--- src/rtl/idli_mem_sched_m.sv ---
// idli_mem_sched_m
//
// Arbitrates the single SQI memory port between instruction fetch and
// load/store. It tracks which transaction is in flight. It drives the restart,
// address-select, shift-register write and direction controls of the SQI
// controller. It returns data-valid and acknowledge strobes to the core.
// Every decision is taken on a period boundary. A period is 4 cycles, and its
// final cycle is flagged by i_sched_last_cycle.
//
// Ports
//   i_sched_gck         core clock
//   i_sched_rst_n       asynchronous active-low reset
//   i_sched_last_cycle  high on the final cycle of each 4-cycle period
//   i_sched_br_req      fetch redirect request, held until br_ack
//   i_sched_mem_req     load/store request, held until mem_ack
//   i_sched_mem_wr      1 = store, 0 = load (valid with mem_req)
//   o_sched_br_ack      redirect accepted; core writes the target into PC
//   o_sched_mem_ack     load/store data period complete
//   o_sched_restart     force the SQI FSM to INIT at this boundary
//   o_sched_addr_wr     shift-register write enable (address load)
//   o_sched_addr_sel    0 = PC, 1 = load/store address
//   o_sched_rd          SQI direction: 1 = read, 0 = write
//   o_sched_fetch_vld   current period carries instruction nibbles
//
// SETUP_PERIODS is the number of periods from restart to the first data
// period (INIT, ADDR, DUMMY). The phase counter is 2 bits wide, so the
// parameter must be in the range 1..4.

module idli_mem_sched_m #(
  parameter int SETUP_PERIODS = 3
) (
  input  logic i_sched_gck,
  input  logic i_sched_rst_n,
  input  logic i_sched_last_cycle,
  input  logic i_sched_br_req,
  input  logic i_sched_mem_req,
  input  logic i_sched_mem_wr,
  output logic o_sched_br_ack,
  output logic o_sched_mem_ack,
  output logic o_sched_restart,
  output logic o_sched_addr_wr,
  output logic o_sched_addr_sel,
  output logic o_sched_rd,
  output logic o_sched_fetch_vld
);

  typedef enum logic [1:0] {
    FSETUP = 2'd0,
    FETCH  = 2'd1,
    MSETUP = 2'd2,
    MDATA  = 2'd3
  } state_t;

  localparam logic [1:0] LAST_PHASE = 2'(SETUP_PERIODS - 1);

  state_t     state_reg, state_next;
  logic [1:0] phase_reg, phase_next;
  logic       wr_reg, wr_next;
  logic       boundary;

  // State advances only at period boundaries; everything else is held.
  always_ff @(posedge i_sched_gck or negedge i_sched_rst_n) begin
    if (!i_sched_rst_n) begin
      state_reg <= FSETUP;
      phase_reg <= 2'd0;
      wr_reg    <= 1'b0;
    end else if (i_sched_last_cycle) begin
      state_reg <= state_next;
      phase_reg <= phase_next;
      wr_reg    <= wr_next;
    end
  end

  // The boundary strobes are qualified with reset. This keeps an ack from
  // escaping while reset is asserted, because the outputs also depend
  // combinationally on the request inputs.
  assign boundary = i_sched_last_cycle & i_sched_rst_n;

  always_comb begin
    state_next        = state_reg;
    phase_next        = phase_reg;
    wr_next           = wr_reg;
    o_sched_br_ack    = 1'b0;
    o_sched_mem_ack   = 1'b0;
    o_sched_restart   = 1'b0;
    o_sched_addr_wr   = 1'b0;
    o_sched_addr_sel  = 1'b0;
    o_sched_rd        = 1'b1;
    o_sched_fetch_vld = 1'b0;

    case (state_reg)
      FSETUP: begin
        o_sched_addr_wr = (phase_reg == 2'd0);
        if (i_sched_br_req) begin
          // A redirect restarts the setup sequence on the new PC.
          o_sched_br_ack  = boundary;
          o_sched_restart = boundary;
          phase_next      = 2'd0;
        end else if (phase_reg == LAST_PHASE) begin
          state_next = FETCH;
          phase_next = 2'd0;
        end else begin
          phase_next = phase_reg + 2'd1;
        end
      end

      FETCH: begin
        o_sched_fetch_vld = 1'b1;
        // Load/store takes priority over a pending redirect. The redirect
        // stays held and is taken at the next FSETUP boundary.
        if (i_sched_mem_req) begin
          o_sched_restart = boundary;
          wr_next         = i_sched_mem_wr;
          state_next      = MSETUP;
          phase_next      = 2'd0;
        end else if (i_sched_br_req) begin
          o_sched_br_ack  = boundary;
          o_sched_restart = boundary;
          state_next      = FSETUP;
          phase_next      = 2'd0;
        end
      end

      MSETUP: begin
        o_sched_addr_sel = 1'b1;
        o_sched_rd       = ~wr_reg;
        o_sched_addr_wr  = (phase_reg == 2'd0);
        if (phase_reg == LAST_PHASE) begin
          state_next = MDATA;
          phase_next = 2'd0;
        end else begin
          phase_next = phase_reg + 2'd1;
        end
      end

      MDATA: begin
        o_sched_addr_sel = 1'b1;
        o_sched_rd       = ~wr_reg;
        o_sched_mem_ack  = boundary;
        o_sched_restart  = boundary;
        // Fetch resumes from the unchanged PC after a fresh setup.
        state_next       = FSETUP;
        phase_next       = 2'd0;
      end

      default: begin
        state_next = FSETUP;
        phase_next = 2'd0;
      end
    endcase
  end

  // Period framing is broken if last_cycle is ever high on two cycles in a row.
  last_cycle_isolated : assert property (
    @(posedge i_sched_gck) disable iff (!i_sched_rst_n)
      i_sched_last_cycle |=> !i_sched_last_cycle
  );

endmodule

--- config.mk ---
export PLATFORM = sky130hd
export DESIGN_NAME = idli_mem_sched_m
export DESIGN_NICKNAME = d
export VERILOG_FILES = /design/src/rtl/idli_mem_sched_m.sv
export SDC_FILE = /design/constraint.sdc
export NUM_CORES = 1
export LEC_CHECK = 0
export ABC_AREA = 1
export BUFFER_PORTS_ARGS = -buffer_cell sky130_fd_sc_hd__buf_2
export CAP_MARGIN = 0
export CORE_AREA = 2 2 39 41
export CTS_CLUSTER_DIAMETER = 200
export CTS_CLUSTER_SIZE = 40
export DETAILED_ROUTE_END_ITERATION = 10
export DIE_AREA = 0 0 41 43
export HOLD_SLACK_MARGIN = 0.08
export REMOVE_ABC_BUFFERS = 1
export SETUP_SLACK_MARGIN = 0.15
export SLEW_MARGIN = 20
export SYNTH_ARGS = -nofsm -noshare
export SYNTH_HDL_FRONTEND = slang
export SYNTH_SLANG_ARGS = --single-unit
--- constraint.sdc ---
create_clock -name i_sched_gck -period 2.25 [get_ports i_sched_gck]
set_clock_uncertainty 0.05 [all_clocks]
set_input_delay 0.225 -clock i_sched_gck [delete_from_list [all_inputs] [get_ports i_sched_gck]]
set_output_delay 0.225 -clock i_sched_gck [all_outputs]
set_load 0.1 [all_outputs]
==> results.sh, run 1 <==
export IMPL_run_status="completed"
export IMPL_cell_count_post_placement=73
export IMPL_nFillCells=153
export IMPL_detailedRoute_firstIterationViolations=5
export IMPL_drt_antenna_violating_nets=0
export IMPL_route_vias_total=310
export IMPL_finalWorstSetupSlack_ns=0.339
export IMPL_cp_max_fo=7
export IMPL_n_antenna_cell=0
export IMPL_core_area_mm2=0.00138
export IMPL_finalWorstPathRequiredPeriod_ns=1.91
export IMPL_crit_required_ns=1.98
export IMPL_post_drt_via_cell_ratio=3.97
export IMPL_cts_buffers_inserted=3
export IMPL_gr_usage_all_layers=0.0820
export IMPL_seqCellArea_um2=125
export IMPL_drt_drc_violations_left=0
export IMPL_grt_overflow_total=0
export IMPL_finalCritPeriodShare=0.849
export IMPL_start_kind="primary input"
export IMPL_gate_count_post_synth=46
export IMPL_routed_wl_um=623
export IMPL_grt_setup_unrepaired="no"
export IMPL_floorplan_initialDensity=0.220
export IMPL_row_count=14
export IMPL_dieWidth_um=41
export IMPL_pin_count_of_the_biggest_net_entering_global_routing=9
export IMPL_number_of_enable_flip_flop_cells_after_synthesis=0
export IMPL_final_hold_viol_count=0
export IMPL_timing_critical_path_max_delay_family="buffers and inverters"
export IMPL_antenna_found_initial=0
export IMPL_dp_worst_setup_slack_ns=0.715
export IMPL_clkLatencyLatePin_ns=0.23
export IMPL_drv_cap=0
export IMPL_layout_cell_area_non_filler_um2=417
export IMPL_grt_pass1_wl_um=938
export IMPL_number_of_global_route_vias_before_repair=251
export IMPL_routed_wire_length_per_instance_um=7.99
export IMPL_buffer_ports_inserted=12
export IMPL_clock_root_buffer="sky130_fd_sc_hd__clkbuf_4"
export IMPL_hpwlAfterDp_um=518
export IMPL_synth_area_top_cells="sky130_fd_sc_hd__dfrtp_1 41%, sky130_fd_sc_hd__nand2_1 12%, sky130_fd_sc_hd__inv_1 9.9%"
export IMPL_arrival_ns=1.64
export IMPL_critical_path_cell_chain="dlygate4sd3_1 -> buf_2 -> nand2_1 -> nor3_1 -> buf_2"
export IMPL_placed_cell_area_um2=380
export IMPL_drt_first_pass_iters=2
export IMPL_cts_resized=0
export IMPL_drive_gt1_frac=0.306
export IMPL_io_pin_count=13
export IMPL_post_cts_hold_buffer_count=1
export IMPL_synth_async_reset_ratio=1.00
export IMPL_fp_dieArea_mm2=0.00176
export IMPL_syn_to_final_growth_pct=37.0
export IMPL_timing_hold_worst_class="primary input to register"
export IMPL_max_stage_delay_ns=0.52
export IMPL_cts_max_level=1
export IMPL_tritoncts="done"
export IMPL_ys_seq_elements=5
export IMPL_final_weighted_congestion_of_routability_driven_global_placement=0.764
export IMPL_timing_max_slew_rel_slack=0.675
export IMPL_synth_seq_area_share=0.412
export IMPL_max_freq_mhz=523
export IMPL_count_of_non_filler_cells_in_the_finished_layout=78
export IMPL_tritoncts_num_sinks=5
export IMPL_timing_final_setup_violations=0
export IMPL_critical_path_class="primary input to output pin"
export IMPL_cts_repair_timing_setup_buffer_count=0
export IMPL_ys_dominant_reg_cell="sky130_fd_sc_hd__dfrtp_1"
export IMPL_cell_with_the_biggest_individual_delay_on_the_critical_path="sky130_fd_sc_hd__dlygate4sd3_1"
export IMPL_most_used_standard_cell_by_instance_count_after_synthesis="sky130_fd_sc_hd__nand2_1"
export IMPL_synth_yosys_warnings=0
export IMPL_cp_num_buf_inv=3
export IMPL_setup_worst_path_end_class="output pin"
export IMPL_cts_buffer_depth=2
export IMPL_mappedNetlistArea_um2=304
export IMPL_synthDominantCellAreaShare=0.412
export IMPL_path_clk_slew_ns=0.04
export IMPL_slew_viol_final=0
export IMPL_area_occupied_by_multi_input_gates_um2=141
export IMPL_synth_largest_area_cell="sky130_fd_sc_hd__dfrtp_1"
export IMPL_total_number_of_nets_in_the_final_design=69
export IMPL_avgSynthCellArea_um2=6.61
export IMPL_slew_worst_pin_ns=0.491
export IMPL_synth_top_cells_by_count="10 x sky130_fd_sc_hd__nand2_1, 8 x sky130_fd_sc_hd__inv_1, 5 x sky130_fd_sc_hd__dfrtp_1, 5 x sky130_fd_sc_hd__nor2_1, 5 x sky130_fd_sc_hd__o21ai_0"
export IMPL_crit_top_cell="sky130_fd_sc_hd__buf_2"
export IMPL_yosysUniqueCellTypes=13
export IMPL_die_h_um=43
[worst min-delay path, stage by stage]
cell,delay [ns]
sky130_fd_sc_hd__buf_2,0.09
sky130_fd_sc_hd__inv_1,0.03
sky130_fd_sc_hd__o21ai_0,0.07
[layout make-up]
type / count / area share
Inverter: 9 / 0.0811
Tap cell: 16 / 0.0480
Sequential cell: 5 / 0.300
Multi-Input combinational cell: 31 / 0.339
Timing Repair Buffer: 13 / 0.168
Clock buffer: 4 / 0.0631
[path summary, 6_finish.rpt]
path                                 from             end  slack [ns]  cells after the start
min in group asynchronous   i_sched_rst_n    state_reg[0]        0.30                      2
max in group asynchronous   i_sched_rst_n       async pin        1.70                      2
max reg2reg                  state_reg[0]    state_reg[0]        1.18                      6
min reg2reg                        wr_reg          wr_reg        0.43                      2
max                         i_sched_rst_n  o_sched_br_ack        0.34                      5
min                        i_sched_mem_wr          wr_reg        0.19                      3
[metal layers]
layer | track usage | up-vias | share of wire
li1 | - | 175 | -
met3 | 0.0314 | 0 | 0.022
met2 | 0.103 | 2 | 0.50
met1 | 0.0990 | 133 | 0.47
met5 | 0 | - | 0
met4 | 0.0800 | 0 | 0
[per-stage QoR]
step | hold slack (ns) | utilization | setup TNS, ns
after global routing | 0.239 | 0.301 | 0
after global placement | 0.00732 | 0.275 | 0
after floorplan | -0.121 | - | -3.19
after detailed placement | 0.00664 | 0.275 | 0
final | 0.194 | 0.301 | 0
after CTS | 0.191 | 0.301 | 0
[kinds of logic (layout without fill, tap and decap cells)]
family / count (synthesis) / count (layout) / synth area share
buffers and inverters: 10 / 26 / 0.123
DFF: 5 / 5 / 0.412
AOI/OAI and AO/OA: 7 / 7 / 0.115
and+or+nand+nor: 24 / 24 / 0.350
[cells in the final DEF (no fill, tap or decap), types with 2 or more instances in the layout]
| master | netlist | final |
|---|---|---|
| sky130_fd_sc_hd__nor2_1 | 5 | 5 |
| sky130_fd_sc_hd__nand2_2 | 2 | 2 |
| sky130_fd_sc_hd__nand3_1 | 3 | 3 |
| sky130_fd_sc_hd__nor3_1 | 2 | 2 |
| sky130_fd_sc_hd__inv_1 | 8 | 8 |
| sky130_fd_sc_hd__o21ai_0 | 5 | 5 |
| sky130_fd_sc_hd__buf_2 | 0 | 12 |
| sky130_fd_sc_hd__clkbuf_4 | 0 | 3 |
| sky130_fd_sc_hd__nand2_1 | 10 | 10 |
| sky130_fd_sc_hd__dfrtp_1 | 5 | 5 |
| sky130_fd_sc_hd__a21oi_1 | 2 | 2 |
Power of run 1 is not shown: default switching activity piles up to over one toggle a cycle in this logic, so the estimate is an artifact.
==> run 2, diff against run 1 <==
clock period = 1.6 ns   (was 2.25 ns; I/O delays follow)
==> results.sh, run 2 (synthesized netlist as in run 1, its figures left out) <==
export IMPL_final_weighted_congestion_of_routability_driven_global_placement=0.811
export IMPL_final_common_cell="sky130_fd_sc_hd__nand2_1"
export IMPL_drv_cap=0
export IMPL_gr_usage_all_layers=0.103
export IMPL_routed_wl_um=844
export IMPL_cts_max_level=1
export IMPL_slew_worst_pin_ns=0.484
export IMPL_fp_dieArea_mm2=0.00176
export IMPL_start_kind="register"
export IMPL_detailedRoute_firstIterationViolations=9
export IMPL_dieWidth_um=41
export IMPL_route_vias_total=357
export IMPL_grt_setup_unrepaired="yes"
export IMPL_cp_max_fo=7
export IMPL_final_util=0.402
export IMPL_hpwlAfterDp_um=503
export IMPL_arrival_ns=1.27
export IMPL_tritoncts="done"
export IMPL_count_of_non_filler_cells_in_the_finished_layout=83
export IMPL_max_freq_mhz=675
export IMPL_slew_viol_final=0
export IMPL_final_setup_tns_ns=0
export IMPL_nFillCells=146
export IMPL_area_occupied_by_multi_input_gates_um2=179
export IMPL_tritoncts_num_sinks=5
export IMPL_timing_hold_worst_class="primary input to register"
export IMPL_core_area_mm2=0.00138
export IMPL_pin_count_of_the_biggest_net_entering_global_routing=9
export IMPL_syn_to_final_growth_pct=83.1
export IMPL_row_count=14
export IMPL_cell_count_post_placement=73
export IMPL_setup_worst_path_end_class="output pin"
export IMPL_path_clk_slew_ns=0.04
export IMPL_cts_buffers_inserted=3
export IMPL_post_drt_via_cell_ratio=4.30
export IMPL_clock_root_buffer="sky130_fd_sc_hd__clkbuf_4"
export IMPL_routed_wire_length_per_instance_um=10.2
export IMPL_die_h_um=43
export IMPL_finalCritPeriodShare=0.926
export IMPL_timing_final_setup_violations=0
export IMPL_cts_buffer_depth=2
export IMPL_drt_antenna_violating_nets=0
export IMPL_io_pin_count=13
export IMPL_buffer_ports_inserted=12
export IMPL_grt_overflow_total=0
export IMPL_drt_drc_violations_left=0
export IMPL_timing_reg2reg_setup_slack_ns=0.32
export IMPL_clkLatencyLatePin_ns=0.24
export IMPL_drive_gt1_frac=0.507
export IMPL_antenna_found_initial=0
export IMPL_seqCellArea_um2=128
export IMPL_reg2reg_depth=5
export IMPL_critical_path_endpoint="o_sched_br_ack"
export IMPL_timing_max_slew_rel_slack=0.680
export IMPL_final_hold_viol_count=0
export IMPL_number_of_global_route_vias_before_repair=278
export IMPL_total_number_of_nets_in_the_final_design=74
export IMPL_critical_path_class="register to output pin"
export IMPL_grt_pass1_wl_mm=1.11
export IMPL_crit_required_ns=1.39
export IMPL_worstReg2RegEnd="phase_reg[0]"
export IMPL_most_frequent_cells_in_the_layout="10 x sky130_fd_sc_hd__nand2_1, 7 x sky130_fd_sc_hd__buf_2, 6 x sky130_fd_sc_hd__buf_4, 5 x sky130_fd_sc_hd__inv_1"
export IMPL_drt_first_pass_iters=5
export IMPL_finalWorstPathRequiredPeriod_ns=1.48
export IMPL_run_status="completed"
export IMPL_floorplan_initialDensity=0.220
export IMPL_n_antenna_cell=0
==> run 2: layout make-up <==
cell class	count	area share
Timing Repair Buffer	18	0.306
Multi-Input combinational cell	31	0.321
Clock buffer	4	0.0472
Inverter	9	0.0607
Tap cell	16	0.0360
Sequential cell	5	0.229
==> run 2: metrics by stage <==
stage / hold WS (ns) / area, um2 / setup slack (ns)
2_1_floorplan: -0.186 / 300 / -1.77
3_3_place_gp: -0.0595 / 440 / 0.222
3_5_place_dp: -0.0584 / 440 / 0.193
4_1_cts: 0.133 / 495 / 0.0472
5_1_grt: 0.181 / 557 / 0.0544
6_report: 0.135 / 557 / 0.119
==> run 2: timing repair <==
| action | CTS | global route |
|---|---|---|
| hold buffers | 1 | 0 |
| pin swaps | 0 | 3 |
| gates resized for setup | 6 | 9 |
| endpoints found under the setup margin | 4 | 2 |
| setup buffers | 0 | 5 |
| endpoints found under the hold margin | 5 | 0 |
==> run 2: worst min path at each step <==
| stage | startpoint | end | slack [ns] | cells past startpoint |
|---|---|---|---|---|
| floorplan | i_sched_rst_n | async pin | -0.19 | 0 |
| global placement | i_sched_rst_n | wr_reg | -0.06 | 1 |
| detailed placement | i_sched_rst_n | wr_reg | -0.06 | 1 |
| CTS | i_sched_mem_wr | wr_reg | 0.13 | 3 |
| global route | i_sched_mem_wr | wr_reg | 0.18 | 3 |
| finish | i_sched_mem_wr | wr_reg | 0.13 | 3 |
==> run 2: critical path: stages (launching register included) <==
cell	delay, ns
sky130_fd_sc_hd__dfrtp_2	0.46
sky130_fd_sc_hd__nor2_4	0.12
sky130_fd_sc_hd__inv_2	0.06
sky130_fd_sc_hd__nor3_4	0.19
sky130_fd_sc_hd__buf_12	0.20
==> run 2: metal layers <==
layer,GRT usage,part of all wire
met2,0.128,0.55
met1,0.122,0.40
met3,0.0314,0.039
met4,0.120,0.012
met5,0,0
Power of run 2 is left out for the same reason.
